$ cat src/rtl/exit_ctrl_regs_if.sv
// Memory-mapped request/response bus used to reach the exit-control registers.
// The master drives requests; the slave grants them and answers one cycle later.
interface exit_ctrl_regs_if #(
    parameter int ADDR_WIDTH = 32
);
    logic                  mem_req_i;
    logic                  mem_gnt_o;
    logic [ADDR_WIDTH-1:0] mem_addr_i;
    logic                  mem_we_i;
    logic [31:0]           mem_wdata_i;
    logic [3:0]            mem_strb_i;
    logic                  mem_rvalid_o;
    logic [31:0]           mem_rdata_o;

    modport master (
        output mem_req_i, mem_addr_i, mem_we_i, mem_wdata_i, mem_strb_i,
        input  mem_gnt_o, mem_rvalid_o, mem_rdata_o
    );

    modport slave (
        input  mem_req_i, mem_addr_i, mem_we_i, mem_wdata_i, mem_strb_i,
        output mem_gnt_o, mem_rvalid_o, mem_rdata_o
    );
endinterface

$ cat src/rtl/exit_ctrl_regs.sv
// Simulation exit controller: software or per-hart completion writes end the run.
// Optional watchdog countdown is enabled by defining EXIT_CTRL_WATCHDOG_EN.
module exit_ctrl_regs #(
    parameter int          NUM_HARTS      = 1,
    parameter int          ADDR_WIDTH     = 32,
    parameter logic [31:0] TIMEOUT_CYCLES = 32'd1_000_000
) (
    input  logic                 clk_i,
    input  logic                 rst_i,
    exit_ctrl_regs_if.slave      bus,
    output logic                 exit_valid_o,
    output logic                 exit_zero_o,
    output logic [31:0]          exit_value_o,
    output logic [2:0]           exit_hart_o,
    output logic                 timeout_o
);
    localparam logic [7:0] OFF_STATUS = 8'h00;
    localparam logic [7:0] OFF_VALUE  = 8'h04;
    localparam logic [7:0] OFF_PASS   = 8'h10;
    localparam logic [7:0] OFF_WDOG   = 8'h30;

    typedef enum logic {RUN, EXITED} state_t;

    state_t                 r_state, w_stateNext;
    logic [NUM_HARTS-1:0]   r_done, w_doneNext;
    logic [31:0]            r_code     [NUM_HARTS];
    logic [31:0]            w_codeNext [NUM_HARTS];
    logic [NUM_HARTS-1:0]   w_hitVec;
    logic [31:0]            r_exitValue, w_exitValue, w_maskValue;
    logic [2:0]             r_exitHart, w_exitHart, w_maskHart;
    logic                   r_exitZero, r_timeout, w_exitTimeout, w_exitEvent;
    logic                   r_rvalid;
    logic [31:0]            r_rdata, w_rdata;
    logic [7:0]             w_off, w_done8;
    logic [3:0]             w_hartIdx;
    logic                   w_accept, w_wrEn, w_hartWr, w_maskExit;
    logic                   w_wdogExpire;
    logic [31:0]            w_wdogCount;
    logic                   w_unusedAddr;

    assign bus.mem_gnt_o    = ~rst_i;
    assign w_accept         = bus.mem_req_i & bus.mem_gnt_o;
    assign w_off            = bus.mem_addr_i[7:0];
    assign w_hartIdx        = w_off[5:2];
    assign w_wrEn           = w_accept & bus.mem_we_i & (bus.mem_strb_i != 4'h0);
    assign w_hartWr         = w_wrEn && (r_state == RUN) && (w_hitVec != '0);
    assign w_unusedAddr     = ^bus.mem_addr_i[ADDR_WIDTH-1:8];

    always_comb begin
        w_hitVec = '0;
        for (int h = 0; h < NUM_HARTS; h++) begin
            w_hitVec[h] = (w_off[7:6] == 2'b01) && (w_off[1:0] == 2'b00) && (w_hartIdx == 4'(h));
        end
    end

    // Post-write view of the done mask and codes, so a completing write exits in its own cycle.
    always_comb begin
        w_doneNext  = r_done;
        w_maskValue = '0;
        w_maskHart  = '0;
        for (int h = 0; h < NUM_HARTS; h++) begin
            w_codeNext[h] = r_code[h];
            if (w_hartWr && w_hitVec[h]) begin
                w_doneNext[h] = 1'b1;
                w_codeNext[h] = bus.mem_wdata_i;
            end
        end
        for (int h = NUM_HARTS - 1; h >= 0; h--) begin
            if (w_codeNext[h] != 32'd0) begin
                w_maskValue = w_codeNext[h];
                w_maskHart  = 3'(h);
            end
        end
    end

    assign w_maskExit = w_hartWr && (&w_doneNext);

`ifdef EXIT_CTRL_WATCHDOG_EN
    logic [31:0] r_wdog;
    logic        r_wdogEn;

    always_ff @(posedge clk_i or posedge rst_i) begin
        if (rst_i) begin
            r_wdog   <= TIMEOUT_CYCLES;
            r_wdogEn <= (TIMEOUT_CYCLES != 32'd0);
        end else if (w_wrEn && (w_off == OFF_WDOG)) begin
            r_wdog   <= bus.mem_wdata_i;
            r_wdogEn <= (bus.mem_wdata_i != 32'd0);
        end else if ((r_state == RUN) && (r_wdog != 32'd0)) begin
            r_wdog   <= r_wdog - 32'd1;
        end
    end

    assign w_wdogExpire = r_wdogEn && (r_wdog == 32'd0) && !(w_wrEn && (w_off == OFF_WDOG));
    assign w_wdogCount  = r_wdog;
`else
    assign w_wdogExpire = 1'b0;
    assign w_wdogCount  = 32'd0;
`endif

    always_ff @(posedge clk_i or posedge rst_i) begin
        if (rst_i) begin
            r_state <= RUN;
        end else begin
            r_state <= w_stateNext;
        end
    end

    // Explicit exit writes outrank mask completion, which outranks watchdog expiry.
    always_comb begin
        w_stateNext   = r_state;
        w_exitEvent   = 1'b0;
        w_exitValue   = '0;
        w_exitHart    = '0;
        w_exitTimeout = 1'b0;
        case (r_state)
            RUN: begin
                if (w_wrEn && (w_off == OFF_VALUE)) begin
                    w_exitEvent = 1'b1;
                    w_exitValue = bus.mem_wdata_i;
                end else if (w_wrEn && (w_off == OFF_PASS)) begin
                    w_exitEvent = 1'b1;
                end else if (w_maskExit) begin
                    w_exitEvent = 1'b1;
                    w_exitValue = w_maskValue;
                    w_exitHart  = w_maskHart;
                end else if (w_wdogExpire) begin
                    w_exitEvent   = 1'b1;
                    w_exitValue   = 32'hDEAD_0001;
                    w_exitTimeout = 1'b1;
                end
                if (w_exitEvent) begin
                    w_stateNext = EXITED;
                end
            end
            EXITED: w_stateNext = EXITED;
            default: w_stateNext = RUN;
        endcase
    end

    always_ff @(posedge clk_i or posedge rst_i) begin
        if (rst_i) begin
            r_done      <= '0;
            r_exitValue <= '0;
            r_exitHart  <= '0;
            r_exitZero  <= 1'b0;
            r_timeout   <= 1'b0;
            for (int h = 0; h < NUM_HARTS; h++) begin
                r_code[h] <= '0;
            end
        end else begin
            r_done <= w_doneNext;
            for (int h = 0; h < NUM_HARTS; h++) begin
                r_code[h] <= w_codeNext[h];
            end
            if (w_exitEvent) begin
                r_exitValue <= w_exitValue;
                r_exitHart  <= w_exitHart;
                r_exitZero  <= (w_exitValue == 32'd0);
                r_timeout   <= w_exitTimeout;
            end
        end
    end

    always_comb begin
        w_done8 = '0;
        for (int h = 0; h < NUM_HARTS; h++) begin
            w_done8[h] = r_done[h];
        end
        w_rdata = '0;
        case (w_off)
            OFF_STATUS: w_rdata = {16'(NUM_HARTS), 6'd0, r_timeout, (r_state == EXITED), w_done8};
            OFF_VALUE:  w_rdata = r_exitValue;
            OFF_WDOG:   w_rdata = w_wdogCount;
            default: begin
                for (int h = 0; h < NUM_HARTS; h++) begin
                    if (w_hitVec[h]) begin
                        w_rdata = r_code[h];
                    end
                end
            end
        endcase
    end

    always_ff @(posedge clk_i or posedge rst_i) begin
        if (rst_i) begin
            r_rvalid <= 1'b0;
            r_rdata  <= '0;
        end else begin
            r_rvalid <= w_accept;
            r_rdata  <= (w_accept && !bus.mem_we_i) ? w_rdata : 32'd0;
        end
    end

    assign bus.mem_rvalid_o = r_rvalid;
    assign bus.mem_rdata_o  = r_rdata;
    assign exit_valid_o     = (r_state == EXITED);
    assign exit_zero_o      = r_exitZero;
    assign exit_value_o     = r_exitValue;
    assign exit_hart_o      = r_exitHart;
    assign timeout_o        = r_timeout;
endmodule

$ cat src/flat_wrapper.sv
// flat-port wrapper written by rule: the top's interface ports become plain ports
module exit_ctrl_regs_flat 
#(
    parameter int          NUM_HARTS      = 1,
    parameter int          ADDR_WIDTH     = 32,
    parameter logic [31:0] TIMEOUT_CYCLES = 32'd1_000_000
)
  (clk_i, rst_i, exit_valid_o, exit_zero_o, exit_value_o, exit_hart_o, timeout_o, bus_mem_req_i, bus_mem_addr_i, bus_mem_we_i, bus_mem_wdata_i, bus_mem_strb_i, bus_mem_gnt_o, bus_mem_rvalid_o, bus_mem_rdata_o);
  exit_ctrl_regs_if #(.ADDR_WIDTH(ADDR_WIDTH)) bus_i ();
  input  logic clk_i;
  input  logic rst_i;
  output logic exit_valid_o;
  output logic exit_zero_o;
  output logic [31:0] exit_value_o;
  output logic [2:0] exit_hart_o;
  output logic timeout_o;
  input wire logic [$bits(bus_i.mem_req_i)-1:0] bus_mem_req_i;
  input wire logic [$bits(bus_i.mem_addr_i)-1:0] bus_mem_addr_i;
  input wire logic [$bits(bus_i.mem_we_i)-1:0] bus_mem_we_i;
  input wire logic [$bits(bus_i.mem_wdata_i)-1:0] bus_mem_wdata_i;
  input wire logic [$bits(bus_i.mem_strb_i)-1:0] bus_mem_strb_i;
  output wire logic [$bits(bus_i.mem_gnt_o)-1:0] bus_mem_gnt_o;
  output wire logic [$bits(bus_i.mem_rvalid_o)-1:0] bus_mem_rvalid_o;
  output wire logic [$bits(bus_i.mem_rdata_o)-1:0] bus_mem_rdata_o;
  assign bus_i.mem_req_i = bus_mem_req_i;
  assign bus_i.mem_addr_i = bus_mem_addr_i;
  assign bus_i.mem_we_i = bus_mem_we_i;
  assign bus_i.mem_wdata_i = bus_mem_wdata_i;
  assign bus_i.mem_strb_i = bus_mem_strb_i;
  assign bus_mem_gnt_o = bus_i.mem_gnt_o;
  assign bus_mem_rvalid_o = bus_i.mem_rvalid_o;
  assign bus_mem_rdata_o = bus_i.mem_rdata_o;
  exit_ctrl_regs #(.NUM_HARTS(NUM_HARTS), .ADDR_WIDTH(ADDR_WIDTH), .TIMEOUT_CYCLES(TIMEOUT_CYCLES)) u_core (.clk_i(clk_i), .rst_i(rst_i), .bus(bus_i), .exit_valid_o(exit_valid_o), .exit_zero_o(exit_zero_o), .exit_value_o(exit_value_o), .exit_hart_o(exit_hart_o), .timeout_o(timeout_o));
endmodule
$ cat config.mk
export PLATFORM = sky130hd
export DESIGN_NAME = exit_ctrl_regs_flat
export DESIGN_NICKNAME = d
export VERILOG_FILES = /design/src/rtl/exit_ctrl_regs_if.sv /design/src/rtl/exit_ctrl_regs.sv /design/src/flat_wrapper.sv
export SDC_FILE = /design/constraint.sdc
export NUM_CORES = 1
export LEC_CHECK = 0
export ABC_AREA = 1
export BUFFER_PORTS_ARGS = -buffer_cell sky130_fd_sc_hd__buf_4
export CAP_MARGIN = 20
export CORE_MARGIN = 1
export CORE_UTILIZATION = 55
export DETAILED_ROUTE_END_ITERATION = 8
export GPL_TIMING_DRIVEN = 0
export PLACE_DENSITY = 0.85
export SLEW_MARGIN = 20
export SYNTH_ARGS = -nofsm -noshare
export SYNTH_HDL_FRONTEND = slang
export SYNTH_SLANG_ARGS = --single-unit
$ cat constraint.sdc
create_clock -name clk_i -period 3.8 [get_ports clk_i]
set_input_delay 0.76 -clock clk_i [delete_from_list [all_inputs] [get_ports clk_i]]
set_output_delay 0.76 -clock clk_i [all_outputs]
set_load 0.05 [all_outputs]
After elaboration in Yosys (flattened, before gate mapping)
Cells that the tools add are included.
Operators by class
  reduce and logical (&&, ||, !) cells: 16
  bitwise operators: 5
  mux-type cells: 17
  equal/unequal tests: 4
Operator list (count)
  32-bit 2-to-1 mux: 8
  32-bit case mux with 3 select lines: 1
  32-bit logical NOT: 1
  32-bit nonzero test: 1
  1-bit logical AND: 9
  8-bit by 3-bit equality test with 1-bit output, second input constant: 1
  8-bit by 5-bit equality test with 1-bit output, second input constant: 1
  8-bit by 6-bit equality test with 1-bit output, second input constant: 1
  8-bit logical NOT: 1
  1-bit 2-to-1 mux: 7
  4-bit logical NOT: 1
  4-bit nonzero test: 1
  1-bit AND: 3
  2-bit by 1-bit equality test with 1-bit output, second input constant: 1
  2-bit logical NOT: 1
  1-bit NOT: 2
  1-bit case mux with 2 select lines: 1
  1-bit logical NOT: 1
Storage, ports and cells
  register bits: 100
  output and inout port bits: 72
  input port bits: 72
  logic and storage cells: 49

Logic depth before layout (Yosys ltp)
  word-level depth: 15
  depth in mapped cells: 15

Least setup slack after synthesis
OpenSTA, ideal clock, no wires.
  path kind: input port to flip-flop
  from: in rst_i
  to: reg u_core.r_exitZero, in the netlist u_core.exit_zero_o
  required time: 3.682 ns
  stages: 15
  arrival time: 3.235 ns
  slack: 0.448 ns
  cells stage by stage: inv_2 -> nand2_2 -> nor2_2 -> nand3_2 -> nor2_8 -> buf_4 -> nand2_1 -> nand2_1 -> nand2_1 -> nand2_1 -> nor2_1 -> nand2_1 -> nor2_1 -> nand3_1 -> nand2_1
Between the ends
  word-level cells in the longest chain between the ends: 15
  elaborated cells on any way between the ends: 24
  those cells by class: 12 x mux; 4 x bitwise; 8 x reduce/logical
Ends and longest elaborated chain
  start: declaration: line flat_wrapper.sv:11  | input logic rst_i;
  1-bit NOT *: line exit_ctrl_regs.sv:41  | assign bus.mem_gnt_o = ~rst_i;
  1-bit AND *: line exit_ctrl_regs.sv:42  | assign w_accept = bus.mem_req_i & bus.mem_gnt_o;
  1-bit AND * (2 in series): line exit_ctrl_regs.sv:45  | assign w_wrEn = w_accept & bus.mem_we_i & (bus.mem_strb_i != 4'h0);
  1-bit logical AND (2 in series): line exit_ctrl_regs.sv:46  | assign w_hartWr = w_wrEn && (r_state == RUN) && (w_hitVec != '0);
  1-bit logical AND: line exit_ctrl_regs.sv:63  | if (w_hartWr && w_hitVec[h]) begin
  32-bit 2-to-1 mux: line exit_ctrl_regs.sv:63
  32-bit nonzero test: line exit_ctrl_regs.sv:69  | if (w_codeNext[h] != 32'd0) begin
  32-bit 2-to-1 mux: line exit_ctrl_regs.sv:69
  32-bit 2-to-1 mux: line exit_ctrl_regs.sv:123  | end else if (w_maskExit) begin
  32-bit 2-to-1 mux: line exit_ctrl_regs.sv:121  | end else if (w_wrEn && (w_off == OFF_PASS)) begin
  32-bit 2-to-1 mux: line exit_ctrl_regs.sv:118  | if (w_wrEn && (w_off == OFF_VALUE)) begin
  32-bit 2-to-1 mux: line exit_ctrl_regs.sv:116  | case (r_state)
  32-bit logical NOT: line exit_ctrl_regs.sv:159  | r_exitZero <= (w_exitValue == 32'd0);
  end signal: assignment: line exit_ctrl_regs.sv:159
  end: declaration: line exit_ctrl_regs.sv:31  | logic r_exitZero, r_timeout, w_exitTimeout, w_exitEvent;
Mark *: on every way between the ends. The rest lies on a longest branch, timed or not. The select of a mux whose other input is x is not followed.
A chain may end at the register's enable or synchronous reset.

Worst setup path after layout
Same ends and word-level chain as after synthesis.

==> results_dict.tcl <==
set metrics [dict create \
    status "completed" \
    crit_path_frequent_cell "sky130_fd_sc_hd__nand2_1" \
    r2r_slack_ps 1740 \
    dieArea_um2 8509 \
    clock_buffer_count_from_cts 9 \
    finalCritPeriodShare_pct 71.46 \
    clock_tree.root_cell "sky130_fd_sc_hd__clkbuf_8" \
    worstHoldPathType "primary input to asynchronous set/reset pin" \
    critical_path_peak_fanout 64 \
    postCtsHoldBufs 0 \
    first_global_vias 4105 \
    rr_startpoint "u_core.exit_valid_o$_DFF_PP0_" \
    vias 4323 \
    rsz0062_at_grt "false" \
    worst_pin_slew_ps 617.1 \
    period_minus_slack_ps 2716 \
    post_synth_main_area_contributors "sky130_fd_sc_hd__dfrtp_1 56%, sky130_fd_sc_hd__nand2_1 23%, sky130_fd_sc_hd__a21oi_1 3.5%" \
    endpoint_kind "flop" \
    critical_path.max_stage_delay_ps 340 \
    placed_cells_incl_taps 775 \
    asyncSetResetFlopFracSynth_pct 100.0 \
    synthDominantCellAreaShare_pct 55.87 \
    worstPathCellList "buf_4 > inv_6 > buf_16 > nand2_2 > nor2_2 > nand2_1 > nor2_4 > buf_4 > nand2_1 > nand2_1 > nand2_1 > nand2_1 > nor2_1 > nand2_1 > nor2_1 > nand3_1 > nand2_1" \
    total_leakage_power_nw 3.231 \
    worstReg2RegEnd "u_core.exit_zero_o$_DFFE_PP0P_" \
    core_region_area_um2 7807 \
    drt_first_iter_violations 388 \
    final_layout_net_count 756 \
    whs_ps 375.7 \
    required_ps 4060 \
    timing.critical_path.buf_inv 4 \
    synth_enable_flop_cells 0 \
    dieWidth_um 92.25 \
    arrival_ps 2970 \
    crit_path_start_kind "primary input" \
    timing.max_cap.violations 0 \
    final_cells 791 \
    tritoncts "built" \
    antenna_violations_before_repair 0 \
    sequential_element_share_of_the_synthesized_area_pct 55.87 \
    routedWlPerCell_um 15.77 \
    final_max_slew_viols 0 \
    yosysWarningCount 0 \
    synth_cell_type_count 27 \
    timing.reg2reg.worst_path_depth 9 \
    layout-drive-gt1-share_pct 25.83 \
    clock_sink_count 100 \
    placement.cell_area_um2 5514 \
    detail_route.vias_per_cell 5.465 \
    yosys.cell_count.top_type "sky130_fd_sc_hd__nand2_1" \
    number_of_filler_instances_in_the_final_layout 582 \
    wirelength_mm 12.47 \
    antenna_diodes 0 \
    fin_skew_ps 5.757 \
    area_growth_pct 27.60 \
    top_level_ports 144 \
    fin_hold_viols 0 \
    synth-main-ff-cell "sky130_fd_sc_hd__dfrtp_1" \
    first_pass_grt_wire_length_mm 19.43 \
    drc_errors 0 \
    post-cts-setup-buffer-count 0 \
    synthesis.instances 554 \
    die_y_um 92.25 \
    cp_top_family "simple AND/OR/NAND/NOR gates" \
    initial_core_utilization_pct 57.37 \
    max_clock_freq_ghz 0.3682 \
    floorplan.rows 32 \
    clk_pin_slew_ps 100 \
    critical_path.slowest_cell "sky130_fd_sc_hd__buf_16" \
    synthesized_area_per_cell_um2 8.085 \
    multi_input_area_um2 1722 \
    post-synth-top-area-cell "sky130_fd_sc_hd__dfrtp_1" \
    clk-insertion-delay-late_ps 360 \
    cts-root-to-sink-buffers 2 \
    final_cell_area_um2 5715 \
    grt_util_all_layers_pct 30.10 \
    maxSlewHeadroom_pct 58.86 \
    grt_start_max_net_pins 65 \
    post_synth_instance_area_um2 4479 \
    overall_power_of_the_completed_layout_mw 1.881 \
    ys_seq_elements 100 \
    gpl.final_weighted_congestion 0.8579 \
    cts_repair_resize_count 0 \
    drt_first_pass_iters 6 \
    port_buffers 115 \
    globalRoute.totalOverflow 0 \
    timing_worst_setup_path_type "primary input to flop" \
    ant_nets 0 \
    dp_hpwl_mm 8.821 \
    maximum_vdd_drop_uv 241.4 \
    final_core_utilization_pct 73.21 \
    setup_viol 0 \
    regArea_um2 2502 \
    power_density_nw_per_um2 329.0 \
    post_synth_most_frequent_cells "271 x sky130_fd_sc_hd__nand2_1, 100 x sky130_fd_sc_hd__dfrtp_1, 31 x sky130_fd_sc_hd__a21oi_1" \
    h-tree-depth 3 \
]
==> flip-flops by register name, summed over array words and instances (netlist names) <==
register and cells:
u_core.exit_value_o 32, u_core.r_done 1, u_core.bus.mem_rvalid_o 1, u_core.exit_zero_o 1, u_core.exit_valid_o 1, u_core.r_code 32, u_core.bus.mem_rdata_o 32
==> worst max path at each step <==
stage	startpoint	end	slack (ps)	cells after the start
4_1_cts	rst_i	u_core.exit_zero_o$_DFFE_PP0P_	1080	17
3_3_place_gp	rst_i	u_core.exit_zero_o$_DFFE_PP0P_	-250	16
2_1_floorplan	rst_i	u_core.exit_zero_o$_DFFE_PP0P_	450	15
5_1_grt	rst_i	u_core.exit_zero_o$_DFFE_PP0P_	810	17
6_report	rst_i	u_core.exit_zero_o$_DFFE_PP0P_	1080	17
3_5_place_dp	rst_i	u_core.exit_zero_o$_DFFE_PP0P_	710	17
==> cell type report <==
class                   instances  share of cell area, %
repair buffers                116                  15.59
plain buffers                  31                  2.824
clock buffers                  11                  2.474
multi-input cells             398                  30.12
inverters                      28                  1.926
flip-flops and latches        100                  43.78
well taps                     102                  2.233
clock inverters                 5                  1.051
==> power by group <==
group,total [mW],internal (mW),switching [mW]
combinational,0.112,0.0438,0.0687
sequential,1.06,1.06,0.000171
clock,0.704,0.326,0.379
==> cell families after synthesis <==
group / after synthesis / synth area share, %
other cells: 1 / 0.08372
simple gates: 321 / 28.91
flops: 100 / 55.87
mux: 4 / 1.006
buf+inv: 59 / 5.950
compound gates: 69 / 8.184
==> routing by layer <==
metal	vias to the layer above	share of wire, %	global-route usage [%]
met3	35	9.5	4.643
met1	2035	39	39.64
met4	0	2.3	13.41
met2	275	49	49.44
met5	-	0	0
li1	1978	-	-
==> through the flow <==
stage	worst slack (ps)	setup TNS (ps)
2_1_floorplan	447.6	0
3_3_place_gp	-253.9	-2111
3_5_place_dp	712.4	0
4_1_cts	1080	0
5_1_grt	809.3	0
6_report	1084	0
==> layout by cell type (no fill, tap or decap), types with 2 or more instances in the layout <==
master                     count
sky130_fd_sc_hd__a21oi_1      31
sky130_fd_sc_hd__a22o_1        2
sky130_fd_sc_hd__buf_2        12
sky130_fd_sc_hd__buf_4       123
sky130_fd_sc_hd__clkbuf_1     12
sky130_fd_sc_hd__clkbuf_8     10
sky130_fd_sc_hd__conb_1        4
sky130_fd_sc_hd__dfrtp_1     100
sky130_fd_sc_hd__inv_1        20
sky130_fd_sc_hd__inv_2         7
sky130_fd_sc_hd__inv_6         2
sky130_fd_sc_hd__mux2_2        4
sky130_fd_sc_hd__nand2_1     271
sky130_fd_sc_hd__nand2_2       6
sky130_fd_sc_hd__nand3_1       8
sky130_fd_sc_hd__nand4_1       2
sky130_fd_sc_hd__nor2_1       22
sky130_fd_sc_hd__nor2_2        3
sky130_fd_sc_hd__nor2_4        2
sky130_fd_sc_hd__nor3_1        2
sky130_fd_sc_hd__o21ai_0      30
sky130_fd_sc_hd__o221ai_1      3
sky130_fd_sc_hd__o22ai_1       2
Note: power is estimated with default switching activity, not from simulation.
